**src/rtl/alu_sequencer.sv**
```systemverilog
// alu_sequencer: two-port round-robin command sequencer that drives a multi-cycle ALU.
// Define ALU_SEQ_REPEAT_EN to honour the per-command repeat field (repeat+1 passes).
`ifndef OP_BITS
`define OP_BITS 4
`endif

module alu_sequencer #(
  parameter int LOG2_NR  = 3,
  parameter int OP_BITS  = `OP_BITS,
  parameter int CNT_BITS = 4,
  localparam int CMD_BITS = OP_BITS + 2*LOG2_NR + 1 + CNT_BITS
) (
  input  logic                clk,
  input  logic                reset,
  input  logic [1:0]          req_valid,
  output logic [1:0]          req_ready,
  input  logic [CMD_BITS-1:0] req_cmd0,
  input  logic [CMD_BITS-1:0] req_cmd1,
  output logic                alu_op_valid,
  output logic [OP_BITS-1:0]  alu_operation,
  output logic [LOG2_NR-1:0]  alu_reg1,
  output logic [LOG2_NR-1:0]  alu_reg2,
  output logic                alu_pair_op,
  input  logic                alu_op_done,
  input  logic [3:0]          alu_flags,
  output logic                rsp_valid,
  output logic                rsp_port,
  output logic [3:0]          rsp_flags
);

  localparam int FIELD_BITS = CMD_BITS - CNT_BITS;
  localparam int PAIR_POS   = 0;
  localparam int REG2_LSB   = 1;
  localparam int REG1_LSB   = REG2_LSB + LOG2_NR;
  localparam int OP_LSB     = REG1_LSB + LOG2_NR;

  typedef enum logic [1:0] {IDLE, RUN, RESP} state_t;

  state_t                state, state_nxt;
  logic                  last_grant;
  logic [1:0]            grant;
  logic                  grant_port;
  logic                  accept;
  logic [CMD_BITS-1:0]   cmd_sel;
  logic [FIELD_BITS-1:0] hold_fields;
  logic                  hold_port;
  logic                  last_pass;
  logic                  rsp_port_q;
  logic [3:0]            rsp_flags_q;

  // Round-robin grant, only offered while idle; a lone requester always wins.
  always_comb begin
    grant = 2'b00;
    if (state == IDLE) begin
      case (req_valid)
        2'b01:   grant = 2'b01;
        2'b10:   grant = 2'b10;
        2'b11:   grant = last_grant ? 2'b01 : 2'b10;
        default: grant = 2'b00;
      endcase
    end
  end

  assign grant_port = grant[1];
  assign accept     = |grant;
  assign req_ready  = grant;
  assign cmd_sel    = grant_port ? req_cmd1 : req_cmd0;

`ifdef ALU_SEQ_REPEAT_EN
  logic [CNT_BITS-1:0] pass_cnt;

  always_ff @(posedge clk) begin
    if (reset) begin
      pass_cnt <= '0;
    end else if (accept) begin
      pass_cnt <= cmd_sel[CNT_BITS-1:0];
    end else if (state == RUN && alu_op_done && pass_cnt != '0) begin
      pass_cnt <= pass_cnt - 1'b1;
    end
  end

  assign last_pass = (pass_cnt == '0);
`else
  logic unused_repeat_bits;

  assign unused_repeat_bits = ^cmd_sel[CNT_BITS-1:0];
  assign last_pass          = 1'b1;
`endif

  always_ff @(posedge clk) begin
    if (reset) begin
      state <= IDLE;
    end else begin
      state <= state_nxt;
    end
  end

  always_comb begin
    state_nxt    = state;
    alu_op_valid = 1'b0;
    rsp_valid    = 1'b0;
    case (state)
      IDLE: begin
        if (accept) state_nxt = RUN;
      end
      RUN: begin
        alu_op_valid = 1'b1;
        if (alu_op_done && last_pass) state_nxt = RESP;
      end
      RESP: begin
        rsp_valid = 1'b1;
        state_nxt = IDLE;
      end
      default: state_nxt = IDLE;
    endcase
  end

  always_ff @(posedge clk) begin
    if (reset) begin
      last_grant  <= 1'b1;
      hold_fields <= '0;
      hold_port   <= 1'b0;
      rsp_port_q  <= 1'b0;
      rsp_flags_q <= 4'b0000;
    end else begin
      if (accept) begin
        last_grant  <= grant_port;
        hold_fields <= cmd_sel[CMD_BITS-1:CNT_BITS];
        hold_port   <= grant_port;
      end
      if (state == RESP) begin
        rsp_port_q  <= hold_port;
        rsp_flags_q <= alu_flags;
      end
    end
  end

  assign alu_operation = hold_fields[OP_LSB +: OP_BITS];
  assign alu_reg1      = hold_fields[REG1_LSB +: LOG2_NR];
  assign alu_reg2      = hold_fields[REG2_LSB +: LOG2_NR];
  assign alu_pair_op   = hold_fields[PAIR_POS];

  // Response fields pass the live ALU flags through on the pulse, then hold.
  assign rsp_port  = rsp_valid ? hold_port : rsp_port_q;
  assign rsp_flags = rsp_valid ? alu_flags : rsp_flags_q;

endmodule

```
**config.mk**
```make
export PLATFORM = sky130hd
export DESIGN_NAME = alu_sequencer
export DESIGN_NICKNAME = d
export VERILOG_FILES = /design/src/rtl/alu_sequencer.sv
export SDC_FILE = /design/constraint.sdc
export NUM_CORES = 1
export LEC_CHECK = 0
export ABC_AREA = 1
export BUFFER_PORTS_ARGS = -buffer_cell sky130_fd_sc_hd__buf_2
export CORE_MARGIN = 2
export CORE_UTILIZATION = 35
export DETAILED_ROUTE_END_ITERATION = 8
export GPL_TIMING_DRIVEN = 0
export PLACE_DENSITY = 0.67
export SYNTH_ARGS = -nofsm -noshare
export SYNTH_HDL_FRONTEND = slang
export SYNTH_SLANG_ARGS = --single-unit
export TNS_END_PERCENT = 100
```
**constraint.sdc**
```tcl
create_clock -name clk -period 1.6 [get_ports clk]
set_input_delay 0.16 -clock clk [delete_from_list [all_inputs] [get_ports clk]]
set_output_delay 0.16 -clock clk [all_outputs]
set_load 0.02 [all_outputs]
```
==> summary.txt, run 1 <==
Die Ht: 57.1 um
Pre-CTS setup slack: 0.290 ns
Vias in the first global route: 993
Final min period: 1.52 ns
CTS root buffer: clkbuf_4
Final Wtd Congestion: 0.758
Largest net degree at the start of global routing: 11
GR Overflow Total: 0
Worst setup EP type: output port
Worst setup SP type: flip-flop
First-pass GRT wire length: 4.06 mm
Slew headroom: 68.4%
Worst-Skew Late Latency: 0.30 ns
Worst-Margin Slew: 0.475 ns
Pre-Repair DR Iteration Count: 4
CTS Sinks: 20
Crit Path Category: reg2out
Peak supply drop: 560 uV
Count of cell types in the netlist: 18
Total GRT Usage: 15.6%
CP endpoint: req_ready[1]
Fin. max-slew vios: 0
Antenna cell count: 0
Tcrit/Tclk final: 94.8%
Largest fanout on the critical path: 10
Port Buffers: 49
HP Class: in2reg
Final setup skew: 0.0108 ns
CP required: 1.44 ns
DR WL/cell: 10.6 um
Worst hold slack: 0.0925 ns
Power per cell area: 866 mW/mm^2
DRC Markers: 0
Final wirelength: 2.50 mm
Mapped Nets: 185
Seq cells post-synth: 20
Yosys top cell by area: dfxtp_1
Status: finished clean
H-tree depth: 1
Reg-to-reg endpoint: hold_fields[2]$_SDFFE_PP0P_
Max Cap Viol: 0
Worst-path clk slew: 0.10 ns
Post-Syn Instances: 146
R2R depth: 8
Register area share after synthesis: 40.5%
Worst setup path start: state[1]$_SDFFE_PP0P_
Arr. time, crit path: 1.36 ns
Placed cells: 226
Yosys warns: 0
Via Count: 1090
Core area: 0.00271 mm^2
Leakage Power: 0.836 nW
Final Power: 1.20 mW
Worst reg2reg startpoint: state[1]$_SDFFE_PP0P_
Post-synthesis instance area: 988 um^2
Post-DP HPWL: 1.80 mm
Final WS setup: 0.0840 ns
Synth top area cells: dfxtp_1, inv_1, nand2_1, a21oi_1, nand4_1
Fraction of layout cells with a size suffix above 1: 38.2%
Area grow syn2layout: 40.4%
Chip width: 57.1 um
Via density per instance: 4.64
Final hold violation count: 0
Fmax: 660 MHz
Post-layout net count: 245
CTS buffer count: 3
Row cnt: 19
Initial antenna violation count: 0
CTS max path bufs: 2
Post-Layout Cell Count: 235
R2R Setup Slk: 0.30 ns
Most frequent cells in the layout: buf_2, inv_1, nand2_1
Die Area: 0.00326 mm^2
Ports: 59
Hold buffers post-CTS: 0
Iteration-0 DRC Markers: 13
Commonest non-fill, non-tap cell in the layout: buf_2
Final setup viols: 0
Synthesized area per cell: 6.77 um^2
Starting density of the core: 36.5%
RSZ-0062 raised after global routing: true
Post-route setup TNS: 0 ns
CTS tree: yes
Share of the synthesized area in the top cell type: 40.5%
Post-route ant nets: 0
==> synthesized netlist by cell type, drive strengths merged <==
| master | instances |
|---|---|
| nor4 | 1 |
| inv | 33 |
| clkbuf | 2 |
| buf | 6 |
| dfxtp | 20 |
| nand3 | 12 |
| or2 | 5 |
| o21ai | 6 |
| a21oi | 15 |
| nand4 | 11 |
| nand2 | 28 |
| nor2 | 7 |
==> area by class of cell <==
cell class / instances / area, um^2
Clock buffer: 3 / 22.5
Fill cell: 332 / 1320
Multi-Input combinational cell: 85 / 453
Tap cell: 31 / 38.8
Inverter: 33 / 124
Timing Repair Buffer: 55 / 293
Sequential cell: 20 / 405
Buffer: 8 / 51.3
==> metal layers <==
layer / share of wire (%) / routed length [um] / global-route usage (%) / vias up
met5: 0 / 0 / 0 / -
met4: 0.92 / 23 / 4.98 / 0
met3: 8.0 / 200 / 3.85 / 4
met2: 46 / 1140 / 25.3 / 39
met1: 45 / 1130 / 20.4 / 471
li1: - / - / - / 576
==> flip-flops by register name, summed over array words and instances (netlist names) <==
| register | cells |
|---|---|
| hold_fields | 11 |
| hold_port | 1 |
| last_grant | 1 |
| rsp_flags_q | 4 |
| rsp_port_q | 1 |
| state | 2 |
==> report_power, final <==
part           total (mW)  switching [mW]  internal, mW
clock network       0.234           0.146        0.0877
logic               0.400           0.239         0.161
registers           0.568          0.0235         0.544
total                1.20           0.408         0.793
==> kinds of logic after synthesis <==
family | Yosys count | synth area share [%]
simple gates | 64 | 31.6
buf+inv | 41 | 16.8
compound gates | 21 | 11.0
flops | 20 | 40.5
==> worst min-delay path by stage <==
stage,start,endpoint,slack [ns],cells after the start
after global routing,alu_op_done,state[1]$_SDFFE_PP0P_,0.09,3
final,alu_op_done,state[1]$_SDFFE_PP0P_,0.09,3
after global placement,alu_op_done,state[1]$_SDFFE_PP0P_,0.41,3
after floorplan,alu_op_done,state[1]$_SDFFE_PP0P_,0.29,2
after CTS,alu_op_done,state[1]$_SDFFE_PP0P_,0.09,3
after detailed placement,alu_op_done,state[1]$_SDFFE_PP0P_,0.41,3
==> stage by stage <==
stage	area, um^2	utilization, %
6_report	1390	51.2
5_1_grt	1390	51.2
4_1_cts	1300	47.9
3_5_place_dp	1270	47.0
3_3_place_gp	1270	47.0
2_1_floorplan	988	-
==> worst max-delay path: stages, from the launching register on <==
cell	delay, ns
dfxtp_4	0.38
nor2_4	0.18
nand3_4	0.12
buf_4	0.19
inv_1	0.05
buf_2	0.15
==> timing repair <==
item / CTS / global route
setup endpoints to repair: 6 / 7
gates resized for setup: 3 / 18
pin swaps: 0 / 2
setup buffers: 0 / 6
Note: power is estimated with default switching activity, not from simulation.
==> run 2, diff against run 1 <==
CELL_PAD_IN_SITES_DETAIL_PLACEMENT = 1   (was default)
CELL_PAD_IN_SITES_GLOBAL_PLACEMENT = 1   (was default)
CORE_UTILIZATION = 30   (was 35)
CTS_CLUSTER_SIZE = 28   (was default)
PLACE_DENSITY = default   (was 0.67)
PLACE_DENSITY_LB_ADDON = 0.1   (was default)
==> summary.txt, run 2 (synthesis results as in run 1) <==
Fin. max-slew vios: 0 (unchanged)
Final hold violation count: 0 (unchanged)
Slowest-stage cell, CP: dfxtp_2 (was dfxtp_4)
CP Cell Sequence: inv_2 > nand2_2 > inv_2 > or2_1 > o21ai_2 > inv_1 > buf_2 (was nor2_4 > nand3_4 > buf_4 > inv_1 > buf_2)
Met1 Use GR: 20.5% (was 20.4%)
CTS Sinks: 20 (unchanged)
Worst-Margin Slew: 0.533 ns (was 0.475 ns)
Post-DP HPWL: 2.26 mm (was 1.80 mm)
Die Ht: 61.4 um (was 57.1 um)
CP required: 1.44 ns (about the same)
Area grow syn2layout: 41.6% (was 40.4%)
Row cnt: 20 (was 19)
Commonest non-fill, non-tap cell in the layout: buf_2 (unchanged)
CTS max path bufs: 2 (unchanged)
Die Area: 0.00377 mm^2 (was 0.00326 mm^2)
Worst-Skew Late Latency: 0.30 ns (about the same)
Layout Cell Area excl Fill: 0.00140 mm^2 (was 0.00139 mm^2)
Placed cells: 239 (was 226)
Final Power: 1.40 mW (was 1.20 mW)
Cell family with most CP delay: flip-flops (was buffers and inverters)
Post-layout net count: 241 (was 245)
Post-route setup TNS: 0 ns (unchanged)
CP dominant cell by count: inv_2
Tcrit/Tclk final: 95.8% (was 94.8%)
Slew headroom: 64.5% (was 68.4%)
Final min period: 1.53 ns (was 1.52 ns)
Final WS setup: 0.0667 ns (was 0.0840 ns)
Antenna cell count: 0 (unchanged)
Final Core Density: 45.1% (was 51.2%)
Internal: 952 uW (was 793 uW)
RSZ-0062 raised after global routing: true (unchanged)
Peak supply drop: 356 uV (was 560 uV)
Final setup viols: 0 (unchanged)
Via density per instance: 4.56 (was 4.64)
Via Count: 1118 (was 1090)
Largest fanout on the critical path: 6 (was 10)
Met3 usage: 3.78% (was 3.85%)
Switching power: 444 uW (was 408 uW)
H-tree depth: 1 (unchanged)
GR Overflow Total: 0 (unchanged)
Initial antenna violation count: 0 (unchanged)
Gr busiest metal: met2 (unchanged)
Max reg flops: 11 (unchanged)
Post-route ant nets: 0 (unchanged)
CTS buffer count: 3 (unchanged)
Worst-path clk slew: 0.12 ns (was 0.10 ns)
Largest net degree at the start of global routing: 13 (was 11)
Slowest cell delay on critical path: 0.38 ns (about the same)
Reg power frac: 40.7% (was 47.2%)
Core area: 0.00310 mm^2 (was 0.00271 mm^2)
Comb pwr share: 28.8% (was 33.3%)
CTS root buffer: clkbuf_4 (unchanged)
Top Registers: hold_fields: 11 flops, rsp_flags_q: 4 flops, state: 2 flops (unchanged)
DRC Markers: 0 (unchanged)
Fmax: 652 MHz (was 660 MHz)
DR WL/cell: 12.3 um (was 10.6 um)
Crit Path Category: reg2out (unchanged)
Starting density of the core: 31.9% (was 36.5%)
Pre-Repair DR Iteration Count: 4 (unchanged)
Clock share of power: 30.5% (was 19.5%)
Total GRT Usage: 17.2% (was 15.6%)
Worst setup SP type: flip-flop (unchanged)
Leakage Power: 0.827 nW (was 0.836 nW)
Final Wtd Congestion: 0.777 (was 0.758)
CP bufs+invs: 4 (was 3)
Worst hold slack: 0.0782 ns (was 0.0925 ns)
Hold buffers post-CTS: 0 (unchanged)
Max Cap Viol: 0 (unchanged)
M2 GR Usage: 30.4% (was 25.3%)
HP Class: in2reg (unchanged)
Vias in the first global route: 1119 (was 993)
Reg with most FFs: hold_fields (unchanged)
Final setup skew: 0.00140 ns (was 0.0108 ns)
Pre-CTS setup slack: 0.236 ns (was 0.290 ns)
Fraction of layout cells with a size suffix above 1: 37.8% (was 38.2%)
Post-Layout Cell Count: 245 (was 235)
Net Sw Frac: 31.8% (was 34.0%)
CTS tree: yes (unchanged)
Most frequent cells in the layout: buf_2, inv_1, nand2_1 (unchanged)
Worst setup EP type: output port (unchanged)
Ports: 59 (unchanged)
First-pass GRT wire length: 4.77 mm (was 4.06 mm)
Port Buffers: 49 (unchanged)
Arr. time, crit path: 1.37 ns (was 1.36 ns)
Chip width: 61.4 um (was 57.1 um)
Power per cell area: 997 mW/mm^2 (was 866 mW/mm^2)
Iteration-0 DRC Markers: 28 (was 13)
R2R Setup Slk: 0.30 ns (about the same)
Status: finished clean (unchanged)
Final wirelength: 3.02 mm (was 2.50 mm)
Area post-placement: 0.00129 mm^2 (was 0.00127 mm^2)
-- run 2: cell types whose count changed in the layout (fill, tap and decap cells not counted), sizes merged --
cell / previous run / this run
buf: 61 / 57
bufinv: 0 / 1
-- run 2: layer usage --
layer	routed length [um]	vias up
li1	-	568
met1	1330	518
met2	1510	30
met3	164	2
met4	19	0
met5	0	-
-- run 2: worst paths after layout --
path,startpoint,endpoint,cells after the start
hold / removal,alu_op_done,state[1]$_SDFFE_PP0P_,3
setup / recovery,state[0]$_SDFFE_PP0P_,rsp_port,7
setup reg to reg,state[0]$_SDFFE_PP0P_,hold_fields[1]$_SDFFE_PP0P_,8
hold reg to reg,state[1]$_SDFFE_PP0P_,state[1]$_SDFFE_PP0P_,1
-- run 2: what timing repair did --
item / CTS / global route
gates cloned: 0 / 0
buffers inserted: 2 / 0
resized for setup: 5 / 15
endpoints found under the setup margin: 7 / 7
pin swaps: 1 / 1
-- run 2: power by group through the flow --
stage                     Clock, mW  Sequential, mW  Combinational [mW]
after global routing          0.459           0.575               0.449
final                         0.425           0.569               0.402
after floorplan                   0           0.618               0.200
after CTS                     0.437           0.569               0.390
after global placement            0           0.576               0.365
after detailed placement          0           0.579               0.377
-- run 2: final cells by class --
type                       count  area [um^2]
clock buffer                   3         22.5
timing repair buffer          51          263
inverter                      33          124
buffer                         8         51.3
fill                         443         1700
sequential                    20          403
clock inverter                 1         30.0
multi-input combinational     85          452
tap                           44         55.1
-- run 2: worst reg2reg max path, cell delays in order, from the launching register on --
cell     delay, ns
dfxtp_2       0.36
nor2_4        0.17
buf_4         0.16
o21ai_2       0.09
inv_2         0.07
buf_4         0.16
nand3_1       0.10
nand2_1       0.06
inv_1         0.04
==> run 3, diff against run 2 <==
HOLD_SLACK_MARGIN = 0.08   (was default)
==> summary.txt, run 3 (synthesis results as in run 1) <==
Largest net degree at the start of global routing: 13 (unchanged)
Gr busiest metal: met2 (unchanged)
Die Area: 0.00377 mm^2 (unchanged)
GR Overflow Total: 0 (unchanged)
HP Class: in2reg (unchanged)
Worst setup SP type: flip-flop (unchanged)
Fin. max-slew vios: 0 (unchanged)
Final setup skew: 0.000893 ns (was 0.00140 ns)
Final setup viols: 0 (unchanged)
Final Core Density: 45.4% (was 45.1%)
M2 GR Usage: 30.7% (was 30.4%)
Post-DP HPWL: 2.26 mm (unchanged)
Chip width: 61.4 um (unchanged)
First-pass GRT wire length: 4.79 mm (was 4.77 mm)
Worst hold slack: 0.0945 ns (was 0.0782 ns)
Post-layout net count: 242 (was 241)
Vias in the first global route: 1129 (was 1119)
Layout Cell Area excl Fill: 0.00141 mm^2 (was 0.00140 mm^2)
Slew headroom: 64.4% (was 64.5%)
CTS Sinks: 20 (unchanged)
Total GRT Usage: 17.3% (was 17.2%)
Row cnt: 20 (unchanged)
RSZ-0062 raised after global routing: true (unchanged)
Antenna cell count: 0 (unchanged)
Status: finished clean (unchanged)
Peak supply drop: 355 uV (was 356 uV)
Area post-placement: 0.00129 mm^2 (unchanged)
Most frequent cells in the layout: buf_2, inv_1, nand2_1 (unchanged)
Pre-Repair DR Iteration Count: 4 (unchanged)
Area grow syn2layout: 42.7% (was 41.6%)
Die Ht: 61.4 um (unchanged)
Fmax: 652 MHz (about the same)
Core area: 0.00310 mm^2 (unchanged)
Crit Path Category: reg2out (unchanged)
CP required: 1.44 ns (about the same)
Final hold violation count: 0 (unchanged)
CTS root buffer: clkbuf_4 (unchanged)
Max Cap Viol: 0 (unchanged)
Hold Path Depth: 3 (unchanged)
R2R depth: 8 (unchanged)
Worst setup EP type: output port (unchanged)
R2R Setup Slk: 0.30 ns (about the same)
Worst-Skew Late Latency: 0.30 ns (about the same)
Via Count: 1131 (was 1118)
Final min period: 1.53 ns (about the same)
Placed cells: 239 (unchanged)
DRC Markers: 0 (unchanged)
Final wirelength: 3.04 mm (was 3.02 mm)
Reg with most FFs: hold_fields (unchanged)
CTS tree: yes (unchanged)
Ports: 59 (unchanged)
Post-Layout Cell Count: 246 (was 245)
Fraction of layout cells with a size suffix above 1: 37.6% (was 37.8%)
Commonest non-fill, non-tap cell in the layout: buf_2 (unchanged)
Post-route ant nets: 0 (unchanged)
Met1 Use GR: 20.3% (was 20.5%)
CTS max path bufs: 2 (unchanged)
Power per cell area: 992 mW/mm^2 (was 997 mW/mm^2)
Port Buffers: 49 (unchanged)
Largest fanout on the critical path: 6 (unchanged)
Starting density of the core: 31.9% (unchanged)
Initial antenna violation count: 0 (unchanged)
Top Registers: hold_fields: 11 flops, rsp_flags_q: 4 flops, state: 2 flops (unchanged)
Max reg flops: 11 (unchanged)
Final Wtd Congestion: 0.777 (unchanged)
DR WL/cell: 12.3 um (about the same)
Met3 usage: 3.78% (unchanged)
Via density per instance: 4.60 (was 4.56)
Tcrit/Tclk final: 95.8% (about the same)
Worst-Margin Slew: 0.534 ns (was 0.533 ns)
CTS buffer count: 3 (unchanged)
H-tree depth: 1 (unchanged)
Arr. time, crit path: 1.37 ns (about the same)
Leakage Power: 0.831 nW (was 0.827 nW)
Iteration-0 DRC Markers: 26 (was 28)
Worst-path clk slew: 0.12 ns (about the same)
[run 3: layer usage]
| layer | part of all wire, % | vias to the layer above |
|---|---|---|
| li1 | - | 570 |
| met1 | 43 | 525 |
| met2 | 50 | 34 |
| met3 | 6.1 | 2 |
| met4 | 0.63 | 0 |
| met5 | 0 | - |
[run 3: cell type report]
class                      count  area, um^2
timing repair buffer          52         273
sequential                    20         403
tap                           44        55.1
clock buffer                   3        22.5
fill                         442        1690
clock inverter                 1        30.0
buffer                         8        51.3
multi-input combinational     85         452
inverter                      33         124
[run 3: path summary, 6_finish.rpt]
check / end / startpoint
setup / recovery: rsp_port / state[0]$_SDFFE_PP0P_
hold / removal: rsp_flags_q[2]$_SDFFE_PP0P_ / alu_flags[2]
setup reg to reg: hold_fields[1]$_SDFFE_PP0P_ / state[0]$_SDFFE_PP0P_
hold reg to reg: state[1]$_SDFFE_PP0P_ / state[1]$_SDFFE_PP0P_
[run 3: metrics by stage]
step           setup TNS, ns  total power, mW  setup WS [ns]
2_1_floorplan              0            0.819          0.352
3_3_place_gp               0            0.941          0.279
3_5_place_dp               0            0.956          0.236
4_1_cts              -0.0442             1.40        -0.0129
5_1_grt              -0.0244             1.48        -0.0142
6_report                   0             1.40         0.0666
[run 3: repair_timing]
action | 4_1_cts | 5_1_grt
pin swaps | 1 | 1
gates resized for setup | 5 | 15
buffers inserted | 2 | 0
hold buffers | 1 | 0
setup endpoints to repair | 7 | 7
hold endpoints to repair | 1 | 0
[run 3: critical path: stages, from the launching register on]
cell and delay (ns):
dfxtp_2 0.38, inv_2 0.06, nand2_2 0.07, inv_2 0.06
or2_1 0.22, o21ai_2 0.07, inv_1 0.06, buf_2 0.15
[run 3: power breakdown]
group	total [mW]	internal, mW	leakage (nW)	switching [mW]
Combinational	0.404	0.155	0.638	0.249
Clock	0.425	0.253	0.0279	0.172
Sequential	0.569	0.545	0.166	0.0238
